## src/rtl/blood_sched_pkg.sv

```systemverilog
// Shared types and widths for the blood test scheduler and its detector interface.
package blood_sched_pkg;

    typedef enum logic [1:0] {
        IDLE   = 2'd0,
        EVAL   = 2'd1,
        REPORT = 2'd2
    } state_t;

    localparam int PH_W   = 4;
    localparam int TYPE_W = 3;

    function automatic int idxWidth(input int n);
        return (n > 1) ? $clog2(n) : 1;
    endfunction

endpackage

```

## src/rtl/blood_test_scheduler_rr_arbiter.sv

```systemverilog
// Combinational round-robin arbiter: first requester at or after i_ptr wins, wrapping modulo N.
module rr_arbiter
    import blood_sched_pkg::*;
#(
    parameter int N  = 4,
    parameter int IW = idxWidth(N)
) (
    input  logic [N-1:0]  i_req,
    input  logic [IW-1:0] i_ptr,
    output logic [N-1:0]  o_grant,
    output logic [IW-1:0] o_idx,
    output logic          o_any
);

    int          w_cand;
    logic [IW-1:0] w_candIdx;

    always_comb begin
        o_grant   = '0;
        o_idx     = '0;
        o_any     = 1'b0;
        w_cand    = 0;
        w_candIdx = '0;
        for (int k = 0; k < N; k++) begin
            w_cand = 32'(i_ptr) + k;
            if (w_cand >= N) begin
                w_cand = w_cand - N;
            end
            w_candIdx = IW'(w_cand);
            if (!o_any && i_req[w_candIdx]) begin
                o_grant[w_candIdx] = 1'b1;
                o_idx              = w_candIdx;
                o_any              = 1'b1;
            end
        end
    end

endmodule

```

## src/rtl/blood_test_scheduler.sv

```systemverilog
// Time-shares one abnormality detector between NUM_PATIENTS sample sources,
// tracking per-patient abnormal streaks and raising sticky alarms.
module blood_test_scheduler
    import blood_sched_pkg::*;
#(
    parameter int NUM_PATIENTS  = 4,
    parameter int CONFIRM_COUNT = 3
) (
    input  logic                              clk,
    input  logic                              rst,
    input  logic [NUM_PATIENTS-1:0]           sample_valid,
    input  logic [PH_W*NUM_PATIENTS-1:0]      sample_ph,
    input  logic [TYPE_W*NUM_PATIENTS-1:0]    sample_type,
    output logic [NUM_PATIENTS-1:0]           sample_ready,
    output logic [PH_W-1:0]                   det_ph,
    output logic [TYPE_W-1:0]                 det_type,
    input  logic                              det_abnormal,
    output logic                              result_valid,
    output logic [$clog2(NUM_PATIENTS)-1:0]   result_patient,
    output logic                              result_abnormal,
    output logic [NUM_PATIENTS-1:0]           alarm,
    input  logic [NUM_PATIENTS-1:0]           alarm_clear,
    output logic                              busy
);

    localparam int IW = $clog2(NUM_PATIENTS);
    localparam int CW = $clog2(CONFIRM_COUNT + 1);
    localparam logic [CW-1:0] CONF = CW'(CONFIRM_COUNT);

    state_t              r_state;
    state_t              w_nextState;
    logic [IW-1:0]       r_ptr;
    logic [IW-1:0]       r_grantIdx;
    logic [PH_W-1:0]     r_detPh;
    logic [TYPE_W-1:0]   r_detType;
    logic                r_resultAbnormal;
    logic [CW-1:0]       r_streak [NUM_PATIENTS];
    logic [NUM_PATIENTS-1:0] r_alarm;

    logic [NUM_PATIENTS-1:0] w_grant;
    logic [IW-1:0]       w_grantIdx;
    logic                w_any;
    logic                w_accept;
    logic                w_report;
    logic [CW-1:0]       w_updCount;

    rr_arbiter #(
        .N  (NUM_PATIENTS),
        .IW (IW)
    ) u_arbiter (
        .i_req   (sample_valid),
        .i_ptr   (r_ptr),
        .o_grant (w_grant),
        .o_idx   (w_grantIdx),
        .o_any   (w_any)
    );

    assign w_accept = (r_state == IDLE) && w_any;
    assign w_report = (r_state == REPORT);

    always_ff @(posedge clk) begin
        if (rst) begin
            r_state <= IDLE;
        end else begin
            r_state <= w_nextState;
        end
    end

    always_comb begin
        w_nextState = r_state;
        case (r_state)
            IDLE:    if (w_any) w_nextState = EVAL;
            EVAL:    w_nextState = REPORT;
            REPORT:  w_nextState = IDLE;
            default: w_nextState = IDLE;
        endcase
    end

    // The detector sees only registered fields, so sample_* never reaches det_* combinationally.
    always_ff @(posedge clk) begin
        if (rst) begin
            r_ptr            <= '0;
            r_grantIdx       <= '0;
            r_detPh          <= '0;
            r_detType        <= '0;
            r_resultAbnormal <= 1'b0;
        end else begin
            if (w_accept) begin
                r_grantIdx <= w_grantIdx;
                r_detPh    <= sample_ph[32'(w_grantIdx) * PH_W +: PH_W];
                r_detType  <= sample_type[32'(w_grantIdx) * TYPE_W +: TYPE_W];
                r_ptr      <= (w_grantIdx == IW'(NUM_PATIENTS - 1)) ? '0 : w_grantIdx + IW'(1);
            end
            if (r_state == EVAL) begin
                r_resultAbnormal <= det_abnormal;
            end
        end
    end

    always_comb begin
        w_updCount = '0;
        if (r_resultAbnormal) begin
            w_updCount = (r_streak[r_grantIdx] == CONF) ? CONF : r_streak[r_grantIdx] + CW'(1);
        end
    end

    // A confirming report beats a simultaneous clear; otherwise the clear restarts the streak from zero.
    always_ff @(posedge clk) begin
        if (rst) begin
            r_alarm <= '0;
            for (int i = 0; i < NUM_PATIENTS; i++) begin
                r_streak[i] <= '0;
            end
        end else begin
            for (int i = 0; i < NUM_PATIENTS; i++) begin
                if (w_report && (r_grantIdx == IW'(i))) begin
                    if (w_updCount == CONF) begin
                        r_streak[i] <= w_updCount;
                        r_alarm[i]  <= 1'b1;
                    end else if (alarm_clear[i]) begin
                        r_streak[i] <= CW'(r_resultAbnormal);
                        r_alarm[i]  <= 1'b0;
                    end else begin
                        r_streak[i] <= w_updCount;
                    end
                end else if (alarm_clear[i]) begin
                    r_streak[i] <= '0;
                    r_alarm[i]  <= 1'b0;
                end
            end
        end
    end

    assign sample_ready    = (r_state == IDLE) ? w_grant : '0;
    assign det_ph          = r_detPh;
    assign det_type        = r_detType;
    assign result_valid    = w_report;
    assign result_patient  = r_grantIdx;
    assign result_abnormal = r_resultAbnormal;
    assign alarm           = r_alarm;
    assign busy            = (r_state != IDLE);

endmodule

```

## config.mk

```make
export PLATFORM = sky130hd
export DESIGN_NAME = blood_test_scheduler
export DESIGN_NICKNAME = d
export VERILOG_FILES = /design/src/rtl/blood_sched_pkg.sv /design/src/rtl/blood_test_scheduler_rr_arbiter.sv /design/src/rtl/blood_test_scheduler.sv
export SDC_FILE = /design/constraint.sdc
export NUM_CORES = 1
export LEC_CHECK = 0
export BUFFER_PORTS_ARGS = -buffer_cell sky130_fd_sc_hd__buf_4
export CORE_ASPECT_RATIO = 1.25
export CORE_MARGIN = 2
export CORE_UTILIZATION = 52
export DETAILED_ROUTE_END_ITERATION = 12
export PLACE_DENSITY = 0.85
export RECOVER_POWER = 25
export SKIP_CTS_REPAIR_TIMING = 1
export SYNTH_ARGS = -nofsm -noshare
export SYNTH_HDL_FRONTEND = slang
export SYNTH_SLANG_ARGS = --single-unit
```

## constraint.sdc

```tcl
create_clock -name clk -period 4.7 [get_ports clk]
set_clock_uncertainty 0.15 [all_clocks]
set_input_delay 0.47 -clock clk [delete_from_list [all_inputs] [get_ports clk]]
set_output_delay 0.47 -clock clk [all_outputs]
set_load 0.02 [all_outputs]
```

# --- Yosys cells after proc, flatten, opt, wreduce, memory -nomap -nowiden ---
# Memory sizes are Yosys's and may differ from the RTL's. A register that Yosys moved wholly into a read port is not among the register bits.
# Index checks and enable logic that the tools add are counted.
totals:
  memories: 1
  word_cells: 213
  ramBits: 8
  ff_bits: 18
  input_bits: 39
  output_inout_bits: 20
memory_table:
  columns: ["memory", "words", "width", "rd", "rd_clocked_by_memory_dff", "wr", "line_no", "rtl"]
  rows:
  - ["r_streak", 4, 2, 1, 1, 4, "blood_test_scheduler.sv:37", "logic [CW-1:0] r_streak [NUM_PATIENTS];"]
op_classes:
  n_mul: 1
  n_bitwise: 19
  order_cmp: 12
  n_eq_ne: 9
  n_mux: 135
  n_reduce_logical: 18
  n_shift: 2
  n_addsub: 9
op_table:
  columns: ["op", "count"]
  rows:
  - ["2-to-1 mux 1 bit", 91]
  - ["2-to-1 mux 2 bit", 30]
  - ["2-to-1 mux 4 bit", 5]
  - ["OR 1 bit", 16]
  - ["variable part select 16 x 5 -> 4 bit", 1]
  - ["== test 2 bit, second input constant", 6]
  - ["logical AND 1 bit", 12]
  - ["< comparator 2 x 3 -> 1 bit, second input constant", 4]
  - ["OR 4 bit", 3]
  - ["variable part select 12 x 5 -> 3 bit", 1]
  - ["greater-or-equal comparator 3 bit, second input constant", 3]
  - ["binary-select mux 1 bit (select 2 bit)", 4]
  - ["demux 1 bit (select 2 bit)", 4]
  - ["greater-or-equal comparator 2 x 1 -> 1 bit, second input constant", 4]
  - ["subtractor 2 x 1 -> 2 bit, second input constant", 4]
  - ["adder 2 x 2 -> 3 bit, second input constant", 2]
  - ["adder 2 x 1 -> 2 bit, second input constant", 2]
  - ["== test 2 x 1 -> 1 bit, second input constant", 2]
  - ["zero test 2 bit", 2]
  - ["multiplier 2 x 2 -> 4 bit, second input constant", 1]
  - ["one-hot mux 2 bit (2 select lines)", 1]
  - ["adder 2 x 1 -> 3 bit, second input constant", 1]
  - ["greater-or-equal comparator 2 x 3 -> 1 bit, second input constant", 1]
  - ["zero test 1 bit", 3]
  - ["2 further kinds", 2]

# --- Longest topological paths before layout ---
depth:
  depth_word: 17
  depth_mapped: 13
  depth_no_buf: 10

# --- Hierarchy ---
# Synthesis repeated with hierarchy kept, for this count alone.
hier_totals:
  hier_cells: 183
  hier_area_um2: 1834.3
by_module_without_submodules:
  columns: ["module", "area_per_inst_um2", "instances", "seq_area_each_um2", "cells_per_inst"]
  rows:
  - ["blood_test_scheduler", 1412.6, 1, 640.6, 138]
  - ["rr_arbiter", 421.7, 1, 0.0, 45]

# --- Least setup slack after synthesis ---
# OpenSTA, ideal clock, no wires.
synth_timing:
  kind: "reg-to-reg"
  from: "register r_ptr[0]"
  to: "register r_ptr[0]"
  t_required_ns: 4.479
  stages_incl_launch_ff: 13
  arrival_time_ns: 3.084
  path_slack_ns: 1.395
  setup_ns: 0.071
  path_buffers: 3
  synth_period_minus_slack_ns: 3.305
  cell_sequence: "dfxtp_1 > buf_2 > inv_2 > buf_2 > ha_1 > mux4_2 > buf_6 > nor4_1 > a31o_2 > clkinv_2 > ha_1 > or3_1 > a21oi_1"
synth_between:
  elab_chain_len: 16
  word_cells_on_any_way: 41
  classes_between: "add/sub: 8; order compare: 4; eq/ne: 1; mux: 21; reduce/logical: 7"
synth_rtl:
  columns: ["item", "line_no", "rtl"]
  rows:
  - ["start: declaration", "blood_test_scheduler.sv:32", "logic [IW-1:0] r_ptr;"]
  - ["start signal: assignment", "blood_test_scheduler.sv:92", "r_ptr <= (w_grantIdx == IW'(NUM_PATIENTS - 1)) ? '0 : w_grantIdx + IW'(1);"]
  - ["parallel branches: the longest is 13 deep, another holds adder 2 x 1 -> 3 bit", null, null]
  - ["2-to-1 mux 2 bit *", "blood_test_scheduler_rr_arbiter.sv:30", "if (!o_any && i_req[w_candIdx]) begin"]
  - ["named net u_arbiter.o_idx[1]", "blood_test_scheduler_rr_arbiter.sv:11", "output logic [IW-1:0] o_idx,"]
  - ["== test 2 bit *", "blood_test_scheduler.sv:92", null]
  - ["2-to-1 mux 2 bit *", "blood_test_scheduler.sv:92", null]
# Mark *: on every way through the listed nets, which the timed path passes. The select of a mux whose other input is x is not followed.
# A chain may end at the register's enable or synchronous reset.

# --- Final worst setup path ---
layout_timing:
  from: "register r_ptr[0]"
  to: "output sample_ready[2]"
layout_between:
  elab_chain_len: 15
  word_cells_on_any_way: 60
  classes_between: "add/sub: 7; order compare: 12; mux: 28; bitwise: 3; reduce/logical: 10"
layout_rtl:
  columns: ["item", "line_no", "rtl"]
  rows:
  - ["parallel branches: the longest is 13 deep, another holds adder 2 x 1 -> 3 bit", null, null]
  - ["2-to-1 mux 4 bit *", "blood_test_scheduler_rr_arbiter.sv:30", null]
  - ["2-to-1 mux 4 bit *", "blood_test_scheduler.sv:134", "assign sample_ready = (r_state == IDLE) ? w_grant : '0;"]
  - ["end: declaration", "blood_test_scheduler.sv:14", "output logic [NUM_PATIENTS-1:0] sample_ready,"]
# Every way passes the cells marked *. The select of a mux whose other input is x is not followed.

==> impl_metrics.yaml <==
finish:
  final_common_cell: "buf_4"
  drive_gt1_frac: 0.285
  final_nets: 323
  fillers: 351
  diodes: 0
  final_cell_mix: "buf_4, nor2_1, dfxtp_1"
  regArea_sq_um: 641
  design_area_sq_um: 2500
  syn2layout_area_growth_pct: 20.9
  multi_input_area_sq_um: 1310
place:
  port_buffers: 58
  dpl_cell_area_sq_um: 2500
  gp_congestion: 0.856
  dp_hpwl_um: 3860
  post-place-ws_ps: 1310
clock_tree:
  numCtsBuffers: 3
  clk_path_buf_depth: 2
  cts.sinks: 28
  cts-htree-levels: 1
  cts-root-buf: "clkbuf_8"
  cts.clk_slew.worst_paths_ps: 90
  clock_latency_ps: 270
  cts_tree: "yes"
yosys:
  synthArstFlopShare: 0
  synth_top_cell_by_area: "dfxtp_1"
  ys_ff_latch: 28
  syn_inst: 225
  synth-edff-count: 8
  syn_nets: 273
  synth-main-ff-cell: "dfxtp_1"
  ys_types: 51
  synth.top_cell.area_share: 0.194
  syn-cell-area_sq_um: 2070
  syn_area_per_cell_sq_um: 9.19
  yosys_warnings: 0
  seq_area_frac_synth: 0.310
  synth.area.top_cells: "dfxtp_1, edfxtp_1, nor2_1"
floorplanning:
  rows: 25
  fp.dieW_um: 60.4
  die_h_um: 74.5
  start_util: 0.546
  dieArea_sq_um: 4500
  core_area_sq_um: 3780
  ios: 59
setup_path:
  cp_num_buf_inv: 3
  cp-start-kind: "flip-flop"
  reg2reg_setup_slack_ps: 1260
  critical_path.max_stage_delay_ps: 480
  cp-end-kind: "output port"
  crit_type: "reg2out"
  crit_cells: 10
  crit_end: "sample_ready[2]"
  worstSetupStartpoint: "r_ptr[0]$_SDFFE_PP0N_"
  crit_chain: "buf_4 > inv_2 > ha_1 > mux4_2 > nor2b_1 > a22oi_1 > nor2_1 > a221oi_1 > nor2_1 > buf_4"
  ff2ff_path_depth: 9
  cp_top_family: "simple AND/OR/NAND/NOR gates"
  crit_path_max_fanout: 26
  r2r-end: "det_ph[3]$_SDFFE_PP0N_"
  worstPathRequired_ps: 4080
  crit_arrival_ps: 3070
  crit_path_top_delay_cell: "nor2b_1"
  r2r-start: "r_ptr[0]$_SDFFE_PP0N_"
drt:
  final_antenna_net_count: 0
  dr.first_iter.drc_count: 130
  drc: 0
  vias_per_cell: 6.01
  wl_per_cell_um: 15.4
  wirelength_um: 5060
  via_count: 1971
  firstDrtPassIters: 5
timing:
  setup_slack_ps: 1010
  timing.hold.ws_ps: 272
  slew_headroom: 0.458
  drv_slew: 0
  fin_crit_sh: 0.785
  setup_viol: 0
  tightest_slew_ps: 797
  max_freq_mhz: 271
  rsz0062_at_grt: "no"
  period_needed_ps: 3690
  setup_tns_ps: 0
  final_hold_viol_count: 0
min_path:
  hp-class: "in2reg"
  hold_depth: 3
power:
  leakagePower_uw: 0.000998
  ir_drop_uv: 404
  power.density_nw_per_um2: 607
run:
  cap_viol_max_count: 0
grt:
  grt_max_degree: 27
  grt_pass1_wl_um: 8240
  grt_pass1_vias: 1865
  antenna_found_initial: 0
  grt-ovfl-total: 0
  track_usage: 0.239
status:
  status: "completed"
logic make-up (layout without fill, tap and decap cells):
family,count (synthesis),after routing,share of synthesized area
AO/OA/AOI/OAI,60,60,0.252
AND/OR/NAND/NOR,87,87,0.207
buffers and inverters,23,72,0.0551
flip-flops,28,28,0.310
adder cells (fa/ha/maj),9,9,0.0545
multiplexers,18,18,0.121
metrics by stage:
stage,utilization,power (uW),std cells
after floorplan,-,1170,225
after global routing,0.660,1630,328
final,0.660,1520,328
after global placement,0.660,1390,324
after detailed placement,0.660,1410,324
after CTS,0.672,1540,328
worst register-to-register path: stages (launching register included):
cell and delay, ps:
dfxtp_1 320, buf_4 300, inv_2 210, ha_1 430, mux4_2 450, nor2b_1 490
nor2_2 220, o221a_2 350, o32ai_1 280, a2111oi_1 130
layout make-up:
| class | instances | share of cell area |
|---|---|---|
| clock buffer | 3 | 0.0165 |
| clock inverter | 1 | 0.00150 |
| inverter | 9 | 0.0140 |
| multi-input combinational | 174 | 0.525 |
| sequential | 28 | 0.256 |
| tap | 54 | 0.0270 |
| timing repair buffer | 59 | 0.159 |
metal layers:
metal / vias up / track usage / wire, um
met3: 14 / 0.0278 / 240
li1: 968 / - / -
met1: 911 / 0.270 / 1990
met2: 78 / 0.434 / 2690
met5: - / 0 / 0
met4: 0 / 0.119 / 140
how the worst min path moves through the flow:
stage	from	end	slack (ps)
finish	det_abnormal	result_abnormal$_SDFFE_PP0N_	270
global route	det_abnormal	result_abnormal$_SDFFE_PP0N_	280
CTS	det_abnormal	result_abnormal$_SDFFE_PP0N_	280
detailed placement	alarm[1]$_SDFF_PP0_	alarm[1]$_SDFF_PP0_	330
global placement	alarm[1]$_SDFF_PP0_	alarm[1]$_SDFF_PP0_	330
floorplan	r_state[0]$_SDFFE_PP0P_	r_state[1]$_SDFFE_PP0P_	330
flip-flops by register name, summed over array words and instances (netlist names), named ones only:
name / count
det_type: 3
alarm: 4
det_ph: 4
r_state: 2
result_abnormal: 1
r_ptr: 2
r_streak: 8
result_patient: 2
power by group:
group / total, uW / internal [uW] / switching (uW)
Clock: 132 / 58.7 / 73.0
Sequential: 360 / 310 / 49.2
Combinational: 1030 / 419 / 606
Yosys cell counts, types with 2 or more instances:
library cell	count
a221oi_1	4
nand2b_1	3
nor2_1	37
ha_1	9
mux2_2	2
mux4_2	5
o32ai_1	7
nor2b_1	5
edfxtp_1	8
nor3_1	3
a2111oi_1	6
nand2_1	15
inv_1	6
nor4_1	9
clkbuf_1	4
o221a_2	12
nor3b_1	3
mux2i_1	9
dfxtp_1	20
o21a_1	2
buf_6	2
buf_2	6
or3_1	5
a22oi_1	8
a21oi_1	9
No activity file was read; power rests on OpenSTA's default activity.
